### src/rtl/mgt01_booth_mul_seq_pkg.sv
// Shared types for the iterative radix-4 Booth multiplier: operation codes,
// functional-unit occupancy and the multiplier FSM states.
package mgt01_booth_mul_seq_pkg;

  typedef enum logic [1:0] {
    MUL_    = 2'd0,
    MULH_   = 2'd1,
    MULHSU_ = 2'd2,
    MULHU_  = 2'd3
  } mul_ops_e;

  // FU_BUSY rather than BUSY so it does not collide with the FSM literal below.
  typedef enum logic {
    FREE    = 1'b0,
    FU_BUSY = 1'b1
  } fu_state_e;

  typedef enum logic [1:0] {
    IDLE = 2'd0,
    BUSY = 2'd1,
    DONE = 2'd2
  } mul_fsm_e;

endpackage

### src/rtl/mgt01_booth_r4_digit.sv
// Radix-4 Booth digit decode: {A[1:0],L} selects 0, +-M or +-2M, returned
// sign-extended to the accumulator width.
module mgt01_booth_r4_digit #(
  parameter int XLEN = 32
) (
  input  logic [2:0]      sel_i,
  input  logic [XLEN+1:0] mcand_i,
  output logic [XLEN+3:0] addend_o
);

  logic signed [XLEN+3:0] m_1x;
  logic signed [XLEN+3:0] m_2x;

  assign m_1x = {{2{mcand_i[XLEN+1]}}, mcand_i};
  assign m_2x = {mcand_i[XLEN+1], mcand_i, 1'b0};

  always_comb begin
    addend_o = '0;
    case (sel_i)
      3'b001, 3'b010: addend_o = m_1x;
      3'b011:         addend_o = m_2x;
      3'b100:         addend_o = -m_2x;
      3'b101, 3'b110: addend_o = -m_1x;
      default:        addend_o = '0;
    endcase
  end

endmodule

### src/rtl/mgt01_booth_mul_seq.sv
// Iterative radix-4 Booth multiplier (MUL/MULH/MULHSU/MULHU), ITER = XLEN/2+1 steps.
// Optional result cache of the last operand pair: define MGT01_MUL_RESULT_CACHE_EN.
module mgt01_booth_mul_seq
  import mgt01_booth_mul_seq_pkg::*;
#(
  parameter int XLEN = 32
) (
  input  logic            clk_i,
  input  logic            rst_i,
  input  logic            clk_en_i,
  input  logic            kill_i,
  input  logic            valid_i,
  output logic            ready_o,
  input  logic [XLEN-1:0] multiplicand_i,
  input  logic [XLEN-1:0] multiplier_i,
  input  mul_ops_e        operation_i,
  output logic [XLEN-1:0] result_o,
  output logic            valid_o,
  output fu_state_e       fu_state_o,
  output mul_fsm_e        dbg_state_o
);

  localparam int ITER = XLEN / 2 + 1;
  localparam int CW   = $clog2(ITER);
  localparam int EW   = XLEN + 2;
  localparam int PW   = XLEN + 4;
  localparam logic [CW-1:0] LAST_CNT = CW'(ITER - 1);

  function automatic logic [XLEN-1:0] pick_half(input logic [2*XLEN-1:0] prod,
                                                input mul_ops_e op);
    return (op == MUL_) ? prod[XLEN-1:0] : prod[2*XLEN-1:XLEN];
  endfunction

  // Handshake: a request transfers on a clock edge where valid_i & ready_o &
  // clk_en_i & ~kill_i; valid_o is a single-cycle pulse (held only while clk_en_i=0).
  mul_fsm_e        state_q, state_d;
  logic [CW-1:0]   cnt_q;
  logic            accept;
  logic            last_step;
  logic            cache_hit;
  logic [2*XLEN-1:0] cache_prod;

  logic                 mcand_signed, mplier_signed;
  logic [EW-1:0]        mcand_ext, mplier_ext;
  logic signed [PW-1:0] p_q, addend, p_sum, p_next;
  logic [EW-1:0]        a_q, a_next, m_q;
  logic                 l_q;
  mul_ops_e             op_q;
  logic [2*XLEN-1:0]    prod_next;
  logic [XLEN-1:0]      result_q;

  assign mcand_signed  = (operation_i != MULHU_);
  assign mplier_signed = (operation_i == MUL_) || (operation_i == MULH_);
  assign mcand_ext  = {{2{mcand_signed & multiplicand_i[XLEN-1]}}, multiplicand_i};
  assign mplier_ext = {{2{mplier_signed & multiplier_i[XLEN-1]}}, multiplier_i};

  assign ready_o     = (state_q == IDLE) || (state_q == DONE);
  assign valid_o     = (state_q == DONE);
  assign fu_state_o  = ready_o ? FREE : FU_BUSY;
  assign result_o    = result_q;
  assign dbg_state_o = state_q;

  assign accept    = valid_i & ready_o & clk_en_i & ~kill_i;
  assign last_step = (cnt_q == LAST_CNT);

  mgt01_booth_r4_digit #(.XLEN(XLEN)) u_digit (
    .sel_i    ({a_q[1:0], l_q}),
    .mcand_i  (m_q),
    .addend_o (addend)
  );

  // One step: add the digit, then shift {P,A,L} right by two arithmetically.
  assign p_sum     = p_q + addend;
  assign p_next    = p_sum >>> 2;
  assign a_next    = {p_sum[1:0], a_q[EW-1:2]};
  assign prod_next = {p_next[XLEN-3:0], a_next};

  always_comb begin
    state_d = state_q;
    if (kill_i) begin
      state_d = IDLE;
    end else begin
      case (state_q)
        IDLE:    if (accept) state_d = cache_hit ? DONE : BUSY;
        BUSY:    if (last_step) state_d = DONE;
        DONE:    state_d = accept ? (cache_hit ? DONE : BUSY) : IDLE;
        default: state_d = IDLE;
      endcase
    end
  end

  always_ff @(posedge clk_i or posedge rst_i) begin
    if (rst_i) begin
      state_q <= IDLE;
    end else if (clk_en_i) begin
      state_q <= state_d;
    end
  end

  always_ff @(posedge clk_i or posedge rst_i) begin
    if (rst_i) begin
      p_q      <= '0;
      a_q      <= '0;
      l_q      <= 1'b0;
      m_q      <= '0;
      op_q     <= MUL_;
      cnt_q    <= '0;
      result_q <= '0;
    end else if (clk_en_i) begin
      if (kill_i) begin
        cnt_q <= '0;
      end else if (accept) begin
        p_q   <= '0;
        a_q   <= mplier_ext;
        l_q   <= 1'b0;
        m_q   <= mcand_ext;
        op_q  <= operation_i;
        cnt_q <= '0;
        if (cache_hit) result_q <= pick_half(cache_prod, operation_i);
      end else if (state_q == BUSY) begin
        p_q   <= p_next;
        a_q   <= a_next;
        l_q   <= a_q[1];
        cnt_q <= last_step ? '0 : cnt_q + CW'(1);
        if (last_step) result_q <= pick_half(prod_next, op_q);
      end
    end
  end

`ifdef MGT01_MUL_RESULT_CACHE_EN
  // Keyed on the extended operands so MULH followed by MUL on the same registers hits.
  logic              c_valid_q;
  logic [EW-1:0]     c_mcand_q, c_mplier_q, mplier_q;
  logic [2*XLEN-1:0] c_prod_q;

  always_ff @(posedge clk_i or posedge rst_i) begin
    if (rst_i) begin
      c_valid_q  <= 1'b0;
      c_mcand_q  <= '0;
      c_mplier_q <= '0;
      mplier_q   <= '0;
      c_prod_q   <= '0;
    end else if (clk_en_i) begin
      if (kill_i) begin
        c_valid_q <= 1'b0;
      end else begin
        if (accept) mplier_q <= mplier_ext;
        if ((state_q == BUSY) && last_step) begin
          c_valid_q  <= 1'b1;
          c_mcand_q  <= m_q;
          c_mplier_q <= mplier_q;
          c_prod_q   <= prod_next;
        end
      end
    end
  end

  assign cache_hit  = c_valid_q && (c_mcand_q == mcand_ext) && (c_mplier_q == mplier_ext);
  assign cache_prod = c_prod_q;
`else
  assign cache_hit  = 1'b0;
  assign cache_prod = '0;
`endif

endmodule

### config.mk
export PLATFORM = sky130hd
export DESIGN_NAME = mgt01_booth_mul_seq
export DESIGN_NICKNAME = d
export VERILOG_FILES = /design/src/rtl/mgt01_booth_mul_seq_pkg.sv /design/src/rtl/mgt01_booth_r4_digit.sv /design/src/rtl/mgt01_booth_mul_seq.sv
export SDC_FILE = /design/constraint.sdc
export NUM_CORES = 1
export LEC_CHECK = 0
export CAP_MARGIN = 5
export CORE_ASPECT_RATIO = 0.8
export CORE_MARGIN = 1.5
export CORE_UTILIZATION = 50
export DETAILED_ROUTE_END_ITERATION = 16
export GPL_TIMING_DRIVEN = 0
export MAX_ROUTING_LAYER = met4
export PLACE_DENSITY = 0.72
export SLEW_MARGIN = 25
export SYNTH_ARGS = -nofsm -noshare
export SYNTH_HDL_FRONTEND = slang
export SYNTH_SLANG_ARGS = --single-unit
### constraint.sdc
create_clock -name clk_i -period 5.7 [get_ports clk_i]
set_input_delay 1.425 -clock clk_i [delete_from_list [all_inputs] [get_ports clk_i]]
set_output_delay 1.425 -clock clk_i [all_outputs]
set_load 0.02 [all_outputs]
==> results of run 1 <==
[how the worst min path moves through the flow]
| stage | to | slack (ns) | cells after the start |
|---|---|---|---|
| floorplan | cnt_q[4]$_DFFE_PP0P_ | 0.45 | 1 |
| global placement | result_o[19]$_DFFE_PP0P_ | 0.46 | 2 |
| detailed placement | result_o[22]$_DFFE_PP0P_ | 0.47 | 2 |
| CTS | result_o[20]$_DFFE_PP0P_ | 0.48 | 2 |
| global route | cnt_q[4]$_DFFE_PP0P_ | 0.50 | 1 |
| finish | result_o[22]$_DFFE_PP0P_ | 0.48 | 2 |
[layout make-up]
| class | count | area (µm²) |
|---|---|---|
| plain buffers | 75 | 317 |
| clock buffers | 19 | 443 |
| clock inverters | 13 | 128 |
| fillers | 1706 | 7220 |
| inverters | 18 | 75.1 |
| multi-input cells | 871 | 5770 |
| flip-flops and latches | 143 | 3580 |
| well taps | 258 | 323 |
| repair buffers | 110 | 1110 |
[metal layers]
layer | global-route usage [%] | share of wire (%)
met5 | - | 0
met4 | 8.74 | 2.2
met3 | 7.97 | 9.0
met2 | 43.3 | 43
met1 | 44.1 | 46
[sequential cells by signal (all words and copies together) (netlist names)]
register / cells
a_q: 34
m_q: 33
l_q: 1
op_q: 2
p_q: 34
cnt_q: 5
result_o: 32
dbg_state_o: 2
[power by group through the flow]
stage / registers, mW / logic, mW / clock network (mW)
after floorplan: 1.47 / 2.40 / 0
after global placement: 1.54 / 3.19 / 0
after detailed placement: 1.54 / 3.22 / 0
after CTS: 1.53 / 3.25 / 1.11
after global routing: 1.57 / 3.68 / 1.16
final: 1.54 / 3.35 / 1.10
[stage by stage]
step / util, % / setup TNS, ns / std cells
after global routing: 61.9 / -0.0858 / 1507
after detailed placement: 58.6 / 0 / 1473
after floorplan: - / 0 / 1107
final: 61.9 / 0 / 1507
after CTS: 61.6 / 0 / 1505
after global placement: 58.4 / -236.43 / 1472
[worst register-to-register path: cells and delay by family (launching register included)]
kind / cells / cell delay [ns]
fa+ha+maj: 1 / 0.35
xor+xnor: 1 / 0.19
simple gates: 4 / 1.34
compound gates: 7 / 2.24
buf+inv: 3 / 0.83
flops: 1 / 0.43
[logic make-up after synthesis]
group	Yosys count	share of synthesized area [%]
DFF	143	36.9
adders and majority gates	39	5.11
AOI/OAI and AO/OA	337	21.6
buffers and inverters	93	3.96
muxes	87	9.39
and+or+nand+nor	342	17.0
xor gates and xnor gates	66	5.97
[synth_stat cells (9+ instances only)]
cell type	instances
a21o_1	19
a21oi_1	81
a221oi_1	9
a22o_1	31
a22oi_1	9
a31oi_1	9
buf_2	10
clkbuf_1	53
dfrtp_1	143
ha_1	38
inv_1	17
mux2_2	31
mux2i_1	56
nand2_1	155
nand3_1	15
nand4_1	10
nor2_1	74
nor3_1	21
o21ai_0	125
o311ai_0	9
or3_1	11
xnor2_1	41
xor2_1	25
[what timing repair did]
| action | 4_1_cts | 5_1_grt |
|---|---|---|
| buffers inserted | 0 | 2 |
| endpoints found under the setup margin | 0 | 20 |
| resized for setup | 0 | 9 |
==> run metrics, run 1 <==
Worst Setup SP a_q[0]$_DFFE_PP0P_; Crit path top cell by count clkbuf_1; vias in the first global route 8,507; # setup viols final 0; root buf cell clkbuf_16; Synth top area share 36.9%; total stage count of the critical path 16; reg2reg setup slack 0.20 ns; status finished clean; initial antenna violation count 0; Worst setup SP type flop; Distinct cells, synth 68; DP Area 0.0111 mm²; Pwr Total 5.99 mW; Die X 159 µm; CTS Hold Bufs 0; EDFF count, synth 0; synthesis-stage register bit count 143; maximum root-to-sink buffer count 2; Final min period 5.50 ns; clk slew on worst S/H paths 0.07 ns; gpl congestion 1.00; worst reg2reg path endpoint p_q[32]$_DFFE_PP0P_; effective utilization at floorplan 51.1%; Sink Count 143; post-synth net total 1,217; drt wl/cell 19.5 µm; share of layout cells above drive strength 1 8.65%; number of buffers added on ports 107; Slowest Stage Delay on Critical Path 0.67 ns; Worst VDD drop 0.000265 V; IO Pins 108; Post-synth top flop dfrtp_1; Net Sw Frac 46.6%; CTS tree done; Cells after Synth 1,107; diode count 0; DP HPWL 22,000 µm; die area 0.0202 mm²; Area Growth Syn to Fin 21.3%; pre-CTS setup slack 0.0762 ns; final net count 1,346; crit-path max FO 10; critical path, cell by cell clkbuf_1 -> nor2_1 -> nand2_1 -> clkbuf_1 -> o311ai_0 -> ha_1 -> clkbuf_1 -> a21oi_1 -> nor2_1 -> nor4b_2 -> a211oi_2 -> o41ai_4 -> a21oi_2 -> a311oi_1 -> xor2_1 -> o21ai_1; clock skew 0.0133 ns; Critical R2R Launch a_q[0]$_DFFE_PP0P_; core area 0.0190 mm²; pwr dens 510 mW/mm²; DR iter-0 viols 859; Ys Warns 0; leading post-synthesis cells by cell area dfrtp_1 (37%), o21ai_0 (6.5%), nand2_1 (6.0%), mux2i_1 (5.8%), ha_1 (4.9%); Min Hold Slack 0.478 ns; maximum number of pins on one net before global-route repair 93; wirelength, routed 29,400 µm; vias 9,098; cell family with most CP delay compound AO/OA/AOI/OAI gates; Hold/Removal Path Class reg -> reg; Slew Viols, Final 0; Synth area leader dfrtp_1; crit path buf inv count 3; most common cell after layout, fill and taps aside nand2_1; final setup margin 0.195 ns; max frequency 182 MHz; combinational fraction of design power 56.0%; Clock power frac 18.4%; worst-margin pin slew 0.915 ns; leakage 5.02 nW; via-per-instance ratio 6.04; GRT Util Overall 31.0%; H-tree Lvls 4; Req. time, crit path 6.01 ns; Reg2Reg Depth 16; global route total overflow 0; RSZ-0062 raised after global routing true; Syn Area/Cell 8.75 µm²; die extent in y 128 µm; final instance area 0.0118 mm²; crit path to p_q[32]$_DFFE_PP0P_; crit path kind reg -> reg; critical path data arrival time 5.81 ns; Seq pwr share 25.6%; CP max-delay cell o311ai_0; DR pass1 iterations 8; NetSw 2.80 mW; Worst slew margin 39.0%; Hold Vio Cnt, Final 0; Residual DRC 0; CP Capture Type flop; Async SR Flop Fraction 100%; period utilization 96.6%; number of max-cap violations 0; worst skew pair latency 0.43 ns; first-pass GRT wire length 46,600 µm; CTS Buf Count 17; Row Count 45; Cell Area, Synth 0.00969 mm²; internal power 3.20 mW; Hold Path Origin result_o[22]$_DFFE_PP0P_; post-synthesis sequential area ratio 36.9%; commonest cells after routing, fill and taps aside nand2_1 (155), dfrtp_1 (143), o21ai_0 (123); Routed Antenna Nets 0
(Power assumes the default switching activity.)
==> run 2: changes to the inputs <==
ABC_AREA = 0   (was unset)
SKIP_CTS_REPAIR_TIMING = 1   (was unset)
==> results of run 2 <==
No change in the layout: final DEF, timing and power equal those of run 1.
